$ cat src/rtl/main_bus_arbiter_pkg.sv
// main_bus_arbiter_pkg: shared bus transaction and arbiter state types for the MainBus arbiter
package main_bus_arbiter_pkg;
  typedef enum logic [1:0] {BUSNONE, BUSRD, BUSWR, BUSUPD} bus_txn_e;
  typedef enum logic [2:0] {IDLE, ARB, MEM_RD, MEM_WR, UPD, HOLD} arb_state_e;
  localparam int NUM_CACHES_DEF  = 4;
  localparam int MEM_TIMEOUT_DEF = 64;
endpackage

$ cat src/rtl/main_bus_arbiter_rr_priority_picker.sv
// main_bus_arbiter_rr_priority_picker: first requester at or after ptr_i, wrapping, as one-hot and index
module main_bus_arbiter_rr_priority_picker #(
  parameter int N = 4,
  parameter int W = 2
) (
  input  logic [N-1:0] req_i,
  input  logic [W-1:0] ptr_i,
  output logic [N-1:0] gnt_o,
  output logic [W-1:0] idx_o,
  output logic         valid_o
);
  // Wrapped-around requesters are picked first, then overridden by any at or above the pointer.
  always_comb begin
    gnt_o   = '0;
    idx_o   = '0;
    valid_o = 1'b0;
    for (int k = N - 1; k >= 0; k--) begin
      if (req_i[k] && k < int'(ptr_i)) begin
        gnt_o   = N'(1) << k;
        idx_o   = W'(k);
        valid_o = 1'b1;
      end
    end
    for (int k = N - 1; k >= 0; k--) begin
      if (req_i[k] && k >= int'(ptr_i)) begin
        gnt_o   = N'(1) << k;
        idx_o   = W'(k);
        valid_o = 1'b1;
      end
    end
  end
endmodule

$ cat src/rtl/main_bus_arbiter.sv
// main_bus_arbiter: round-robin MainBus arbiter/sequencer for Dragon caches (BusRd, write-back, BusUpd).
// Define ARB_WATCHDOG_EN to abort memory phases that exceed MEM_TIMEOUT cycles.
module main_bus_arbiter
  import main_bus_arbiter_pkg::*;
#(
  parameter int NUM_CACHES  = NUM_CACHES_DEF,
  parameter int OWNERBITS   = $clog2(NUM_CACHES),
  parameter int MEM_TIMEOUT = MEM_TIMEOUT_DEF
) (
  input  logic                       clk_i,
  input  logic                       rst_ni,
  input  logic [NUM_CACHES-1:0]      req_i,
  input  logic [NUM_CACHES-1:0][1:0] req_type_i,
  input  logic [NUM_CACHES-1:0]      release_bus_i,
  input  logic [NUM_CACHES-1:0]      shared_in_i,
  input  logic                       mem_ready_i,
  output logic [NUM_CACHES-1:0]      gnt_o,
  output logic [OWNERBITS-1:0]       owner_o,
  output logic                       mem_read_o,
  output logic                       mem_write_o,
  output logic                       snoop_busrd_o,
  output logic                       snoop_busupd_o,
  output logic                       snoop_shared_o,
  output logic                       busy_o,
  output logic                       timeout_err_o
);
  if (NUM_CACHES < 2 || NUM_CACHES > 8 || MEM_TIMEOUT < 1) begin : g_bad_param
    $error("main_bus_arbiter: NUM_CACHES must be 2..8 and MEM_TIMEOUT >= 1");
  end
  arb_state_e                state_q, state_d;
  logic [NUM_CACHES-1:0]     gnt_q, gnt_d, pick_gnt;
  logic [OWNERBITS-1:0]      owner_q, owner_d, ptr_q, ptr_d, pick_idx;
  logic                      busy_q, busy_d, shared_q, shared_d, first_q;
  logic                      pick_valid, expire;
  bus_txn_e                  pick_txn;
  main_bus_arbiter_rr_priority_picker #(.N(NUM_CACHES), .W(OWNERBITS)) u_picker (
    .req_i  (req_i),
    .ptr_i  (ptr_q),
    .gnt_o  (pick_gnt),
    .idx_o  (pick_idx),
    .valid_o(pick_valid)
  );
  assign pick_txn = bus_txn_e'(req_type_i[pick_idx]);
  always_comb begin
    state_d  = state_q;
    gnt_d    = gnt_q;
    owner_d  = owner_q;
    ptr_d    = ptr_q;
    busy_d   = busy_q;
    shared_d = shared_q;
    case (state_q)
      IDLE: state_d = |req_i ? ARB : IDLE;
      ARB: begin
        gnt_d   = pick_valid ? pick_gnt : gnt_q;
        owner_d = pick_valid ? pick_idx : owner_q;
        busy_d  = pick_valid;
        state_d = !pick_valid ? IDLE :
                  pick_txn == BUSRD ? MEM_RD :
                  pick_txn == BUSWR ? MEM_WR :
                  pick_txn == BUSUPD ? UPD : HOLD;
      end
      MEM_RD, MEM_WR: state_d = (mem_ready_i || expire) ? HOLD : state_q;
      UPD: state_d = HOLD;
      HOLD: if (release_bus_i[owner_q]) begin
        gnt_d    = '0;
        busy_d   = 1'b0;
        shared_d = 1'b0;
        ptr_d    = (owner_q == OWNERBITS'(NUM_CACHES - 1)) ? '0 : owner_q + 1'b1;
        state_d  = IDLE;
      end
      default: state_d = IDLE;
    endcase
    // Snoopers answer during the first cycle of the broadcast; the owner's own hit is meaningless.
    if ((state_q == MEM_RD || state_q == UPD) && first_q) shared_d = |(shared_in_i & ~gnt_q);
  end
  always_ff @(posedge clk_i or negedge rst_ni) begin
    if (!rst_ni) begin
      state_q  <= IDLE;
      gnt_q    <= '0;
      owner_q  <= '0;
      ptr_q    <= '0;
      busy_q   <= 1'b0;
      shared_q <= 1'b0;
      first_q  <= 1'b0;
    end else begin
      state_q  <= state_d;
      gnt_q    <= gnt_d;
      owner_q  <= owner_d;
      ptr_q    <= ptr_d;
      busy_q   <= busy_d;
      shared_q <= shared_d;
      first_q  <= state_q == ARB;
    end
  end
`ifdef ARB_WATCHDOG_EN
  localparam int TW = $clog2(MEM_TIMEOUT + 1);
  logic [TW-1:0] wd_q;
  logic          to_q;
  logic          in_mem;
  assign in_mem = state_q == MEM_RD || state_q == MEM_WR;
  assign expire = in_mem && !mem_ready_i && wd_q == TW'(MEM_TIMEOUT - 1);
  always_ff @(posedge clk_i or negedge rst_ni) begin
    if (!rst_ni) begin
      wd_q <= '0;
      to_q <= 1'b0;
    end else begin
      wd_q <= in_mem ? wd_q + 1'b1 : '0;
      to_q <= expire;
    end
  end
  assign timeout_err_o = to_q;
`else
  assign expire        = 1'b0;
  assign timeout_err_o = 1'b0;
`endif
  assign gnt_o          = gnt_q;
  assign owner_o        = owner_q;
  assign busy_o         = busy_q;
  assign snoop_shared_o = shared_q;
  assign mem_read_o     = state_q == MEM_RD;
  assign snoop_busrd_o  = state_q == MEM_RD;
  assign mem_write_o    = state_q == MEM_WR;
  assign snoop_busupd_o = state_q == UPD;
endmodule

$ cat config.mk
export PLATFORM = sky130hd
export DESIGN_NAME = main_bus_arbiter
export DESIGN_NICKNAME = d
export VERILOG_FILES = /design/src/rtl/main_bus_arbiter_pkg.sv /design/src/rtl/main_bus_arbiter_rr_priority_picker.sv /design/src/rtl/main_bus_arbiter.sv
export SDC_FILE = /design/constraint.sdc
export NUM_CORES = 1
export LEC_CHECK = 0
export ABC_AREA = 0
export BUFFER_PORTS_ARGS = -buffer_cell sky130_fd_sc_hd__buf_2
export CORE_UTILIZATION = 52
export DETAILED_ROUTE_END_ITERATION = 10
export GPL_ROUTABILITY_DRIVEN = 1
export PLACE_DENSITY = 0.94
export SLEW_MARGIN = 30
export SYNTH_ARGS = -nofsm -noshare
export SYNTH_HDL_FRONTEND = slang
export SYNTH_SLANG_ARGS = --single-unit
$ cat constraint.sdc
create_clock -name clk_i -period 4.9 [get_ports clk_i]
set_clock_uncertainty 0.1 [all_clocks]
set_input_delay 0.49 -clock clk_i [delete_from_list [all_inputs] [get_ports clk_i]]
set_output_delay 0.49 -clock clk_i [all_outputs]
set_load 0.01 [all_outputs]
# Word level (Yosys, flattened, before mapping)
# Index checks and enable logic that the tools add are counted.
dict set report op_classes {
  n_eq_ne 12
  n_addsub 1
  bitwise 2
  order_cmp 8
  n_shift 0
  muxes 41
  n_mul 0
  reduce_logical 21
  div 0
}
# cell n
set op_table {}
lappend op_table {{4-bit two-way mux} 8}
lappend op_table {{2-bit two-way mux} 9}
lappend op_table {{3-bit two-way mux} 6}
lappend op_table {{3-bit case mux with 5 select lines} 1}
lappend op_table {{1-bit two-way mux} 13}
lappend op_table {{2-bit AND reduction} 5}
lappend op_table {{4-bit case mux with 2 select lines} 1}
lappend op_table {{4-bit OR reduction} 2}
lappend op_table {{1-bit logical AND} 7}
lappend op_table {{2-bit == test, second input constant} 3}
lappend op_table {{3-bit by 2-bit == test with 1-bit output, second input constant} 2}
lappend op_table {{3-bit == test, second input constant} 2}
lappend op_table {{2-bit by 3-bit < comparator with 1-bit output, second input constant} 2}
lappend op_table {{2-bit != test, second input constant} 3}
lappend op_table {{2-bit nonzero test} 3}
lappend op_table {{4-bit bitwise AND} 1}
lappend op_table {{2-bit binary-select mux with 2-bit select} 1}
lappend op_table {{1-bit by 2-bit >= comparator with 1-bit output, first input constant} 2}
lappend op_table {{1-bit by 2-bit < comparator with 1-bit output, first input constant} 2}
lappend op_table {{4-bit NOT} 1}
lappend op_table {{3-bit by 1-bit == test with 1-bit output, second input constant} 1}
lappend op_table {{3-bit zero test} 1}
lappend op_table {{3-bit AND reduction} 1}
lappend op_table {{2-bit by 1-bit adder with 2-bit output, second input constant} 1}
lappend op_table {{other kinds (7)} 7}
dict set report totals {
  latchBits 0
  reg_bits 14
  wordCells 92
  memories 0
  mem_bits_ro 0
  out_inout_bits 13
  mem_bits_rw 0
}

# Longest topological paths before layout
dict set report logic_depth {
  word_depth 17
  ltp_mapped 7
  ltp_nobuf 6
}

# By module
# From an unflattened synthesis, not the netlist that was laid out.
dict set report hier_totals {
  cells_unflattened 117
  area_unflattened_um2 1047.3
}
# module instances area_per_inst_um2 cells_per_inst seq_area_each_um2
set by_module_without_submodules {}
lappend by_module_without_submodules {main_bus_arbiter 1 847.1 85 350.3}
lappend by_module_without_submodules {main_bus_arbiter_rr_priority_picker 1 200.2 32 0.0}

# Least setup slack after synthesis
# No wires, ideal clock.
dict set report synth_path {
  path_type {input to register}
  from {in req_i[3]}
  to {reg state_q[2]}
  t_required_ps 4674
  setup_slack_ps 3036
  arrival_ps 1638
  stages 7
  cell_sequence {buf_4 -> o21ai_1 -> a211o_1 -> buf_6 -> mux2i_1 -> mux2i_1 -> a221o_1}
}
dict set report synth_via {
  elab_chain_len 11
  word_cells_on_any_way 16
  classes_between {eq/ne: 2; mux: 14}
}
# item line_no
set synth_lines {}
lappend synth_lines {{from (decl)} main_bus_arbiter.sv:12} ;# input logic [NUM_CACHES-1:0] req_i,
lappend synth_lines {{2-bit two-way mux (4 in a row)} main_bus_arbiter_rr_priority_picker.sv:25} ;# if (req_i[k] && k >= int'(ptr_i)) begin
lappend synth_lines {{2-bit binary-select mux with 2-bit select} main_bus_arbiter.sv:43} ;# assign pick_txn = bus_txn_e'(req_type_i[pick_idx]);
lappend synth_lines {{2-bit two-way mux (not written as such)} main_bus_arbiter.sv:43}
lappend synth_lines {{2-bit == test} main_bus_arbiter.sv:59} ;# pick_txn == BUSWR ? MEM_WR :
lappend synth_lines {{3-bit two-way mux} main_bus_arbiter.sv:59}
lappend synth_lines {{3-bit two-way mux} main_bus_arbiter.sv:58} ;# pick_txn == BUSRD ? MEM_RD :
lappend synth_lines {{3-bit two-way mux (*)} main_bus_arbiter.sv:57} ;# state_d = !pick_valid ? IDLE :
lappend synth_lines {{3-bit case mux with 5 select lines (*)} main_bus_arbiter.sv:51} ;# case (state_q)
lappend synth_lines {{to (signal assigned)} main_bus_arbiter.sv:86} ;# state_q <= state_d;
lappend synth_lines {{to (decl)} main_bus_arbiter.sv:30} ;# arb_state_e state_q, state_d;
# Mark *: on every way between the ends. The rest lies on a longest branch, timed or not. The select of a mux whose other input is x is not followed.
# A chain may end at the register's enable or synchronous reset.

# Worst setup path in the final report
dict set report layout_path {
  from {reg ptr_q[1]}
  to {reg state_q[2]}
}
dict set report layout_via {
  elab_chain_len 16
  word_cells_on_any_way 34
  classes_between {order compare: 6; eq/ne: 2; mux: 20; reduce/logical: 6}
}
# item line_no
set layout_lines {}
lappend layout_lines {{from (decl)} main_bus_arbiter.sv:32} ;# logic [OWNERBITS-1:0] owner_q, owner_d, ptr_q, ptr_d, pick_idx;
lappend layout_lines {{from (signal assigned)} main_bus_arbiter.sv:89} ;# ptr_q <= ptr_d;
lappend layout_lines {{2-bit < comparator} main_bus_arbiter_rr_priority_picker.sv:18} ;# if (req_i[k] && k < int'(ptr_i)) begin
lappend layout_lines {{1-bit logical AND} main_bus_arbiter_rr_priority_picker.sv:18}
lappend layout_lines {{2-bit two-way mux (3 in a row)} main_bus_arbiter_rr_priority_picker.sv:18}
lappend layout_lines {{2-bit two-way mux (4 in a row)} main_bus_arbiter_rr_priority_picker.sv:25}
lappend layout_lines {{2-bit binary-select mux with 2-bit select} main_bus_arbiter.sv:43}
lappend layout_lines {{2-bit two-way mux (not written as such)} main_bus_arbiter.sv:43}
lappend layout_lines {{2-bit == test} main_bus_arbiter.sv:59}
lappend layout_lines {{3-bit two-way mux} main_bus_arbiter.sv:59}
lappend layout_lines {{3-bit two-way mux} main_bus_arbiter.sv:58}
lappend layout_lines {{3-bit two-way mux (*)} main_bus_arbiter.sv:57}
lappend layout_lines {{3-bit case mux with 5 select lines (*)} main_bus_arbiter.sv:51}
# Marks and branches as above.

==> metrics <==
Worst Slack Setup Final=2.86 ns; HPWL after detailed placement=1.85 mm; Post-synth EDFFs=0; H-tree lvl count=1; # setup viols final=0; Pre-antenna DRT Iters=4; #FFs+latches synth=14; FMAX=0.491 GHz; Multi-input gate area=557 um^2; Worst setup EP type=flop; largest area contributor in the netlist=dfrtp_1; post-CTS sizing=0; Final Hold Viols=0; Comb power frac=0.528; clock share of power=0.128; Worst slew margin=0.645; Register Area=350 um^2; Slew Limit Fails=0; share of cells above drive strength 1=0.317; sw power=0.000295 W; worst path arrival time=2.11 ns; final WL=2.44 mm; Clock transition at path regs=0.09 ns; syn_area_per_cell=8.77 um^2; io pins=36; fillers=155; CTS Buf Count=3; # rows=15; Switching Fraction=0.447; Worst-Skew Late Latency=0.28 ns; Max clock buf depth=2; CORE AREA=1760 um^2; Gate Count Post-Synth=113; CTS Hold Buffers Added=1; 1st-iter DRT viols=56; crit path time final=2.04 ns; total gr overflow=0; hold crit path type=in2reg; vias in the first global route=953; worst-path fanout max=8; clk sinks=14; Die ar.=2080 um^2; area grow syn2layout=20.3%; Avg WL per Cell=14.3 um; Chip Width=45.7 um; Reg power frac=0.344; Die Y=45.7 um; PD cells=554 nW/um^2; gr usage total=0.271; Net Count, Synth=137; Root Driver=clkbuf_4; Place WS=2.81 ns; CP Class=reg2reg; first-pass GRT wire length=3.93 mm; main flop type after synthesis=dfrtp_1; commonest non-fill, non-tap cells in the layout=buf_2 (34), dfrtp_1 (14), nand2_1 (12), o21ai_0 (11), nor2_1 (10); Slew @ Worst Pin=0.528 ns; unrepaired setup endpoints after global routing=no; mapped cell area=991 um^2; synth warn=0; Internal Power=0.000365 W; initial core utilization=0.562; Remaining DRCs=0; Final Net Count=170; required time of the critical path=4.97 ns; library cells used by synthesis=36; register area share after synthesis=0.354; number of vias per cell=5.64; leakage=0.603 nW; Setup TNS Final=0 ns; TritonCTS clock tree=yes; ranking of synthesized cells by area=dfrtp_1 (35%), mux2i_1 (6.1%), o21ai_0 (5.6%); Routed Antenna Nets=0; gpl congestion=0.876; port bufs=34; status=finished clean; share of Yosys cell area claimed by the top area cell type=0.354; largest net degree at the start of global routing=15; peak supply drop=0.327 mV; CP Launch Type=flop; number of max-cap violations=0; ys async rst share=1.00; n_diodes=0; postcts setup bufs=0; fin crit share=0.416; most common cell after layout, fill and taps aside=buf_2; initial antenna violation count=0; routed vias=958
==> power groups by stage <==
stage	Combinational [W]	Sequential (W)	Clock, W
after floorplan	0.000265	0.000214	0
after global placement	0.000324	0.000223	0
after detailed placement	0.000340	0.000228	0
after CTS	0.000347	0.000227	0.0000847
after global routing	0.000387	0.000237	0.0000883
final	0.000349	0.000227	0.0000848
==> kinds of logic after synthesis <==
group	after synthesis	synth area share
AND/OR/NAND/NOR	36	0.170
AO/OA/AOI/OAI	29	0.211
buffers and inverters	17	0.0846
flip-flops	14	0.354
multiplexers	11	0.129
XOR/XNOR	4	0.0353
adder cells (fa/ha/maj)	1	0.0126
other	1	0.00378
==> synth_stat cells (2+ instances only) <==
library cell,instances
a21oi_1,4
buf_4,3
clkbuf_1,2
dfrtp_1,14
inv_1,9
mux2_2,3
mux2i_1,6
nand2_1,12
nand2b_1,2
nand3_1,5
nor2_1,10
nor2b_1,2
o211ai_1,2
o21ai_0,11
o22ai_1,3
or2_1,2
xnor2_1,4
==> path summary, 6_finish.rpt <==
check                                     start                endpoint  slack, ns  depth (start not counted)
min in group asynchronous                rst_ni    gnt_o[2]$_DFFE_PN0P_       0.53                          2
hold reg to reg              busy_o$_DFFE_PN0P_      busy_o$_DFFE_PN0P_       0.41                          2
hold / removal                      mem_ready_i  state_q[1]$_DFFE_PN0P_       0.34                          2
max in group asynchronous                rst_ni  owner_o[0]$_DFFE_PN0P_       3.93                          2
setup reg to reg           ptr_q[1]$_DFFE_PN0P_  state_q[2]$_DFFE_PN0P_       2.86                          6
setup / recovery           ptr_q[1]$_DFFE_PN0P_  state_q[2]$_DFFE_PN0P_       2.86                          6
==> metal layers <==
layer / global-route usage / share of wire
met1: 0.281 / 0.38
met2: 0.523 / 0.53
met3: 0.0397 / 0.061
met4: 0.127 / 0.032
met5: 0 / 0
==> per-stage QoR <==
step	std cells	utilization	hold WS [ns]	cell area, um^2	power (W)
2_1_floorplan	113	-	0.0944	991	0.000479
3_3_place_gp	165	0.650	0.296	1150	0.000547
3_5_place_dp	165	0.650	0.302	1150	0.000568
4_1_cts	170	0.676	0.334	1190	0.000658
5_1_grt	170	0.676	0.330	1190	0.000712
6_report	170	0.676	0.339	1190	0.000660
==> cell type report <==
| type | instances | area share |
|---|---|---|
| well taps | 25 | 0.0262 |
| multi-input cells | 82 | 0.467 |
| repair buffers | 35 | 0.151 |
| flip-flops and latches | 14 | 0.294 |
| inverters | 10 | 0.0315 |
| clock buffers | 4 | 0.0304 |
==> sequential cells by signal, summed over array words and instances, names as in the netlist <==
name / cells
gnt_o: 4
first_q: 1
state_q: 3
owner_o: 2
snoop_shared_o: 1
ptr_q: 2
busy_o: 1
==> critical path, stage by stage (launching register included) <==
cell and delay [ns]:
dfrtp_1 0.48, or2_1 0.29, o21ai_1 0.09, a211o_1 0.28, mux2i_1 0.23, mux2i_1 0.11
a221o_1 0.34
No activity file was read; power rests on OpenSTA's default activity.
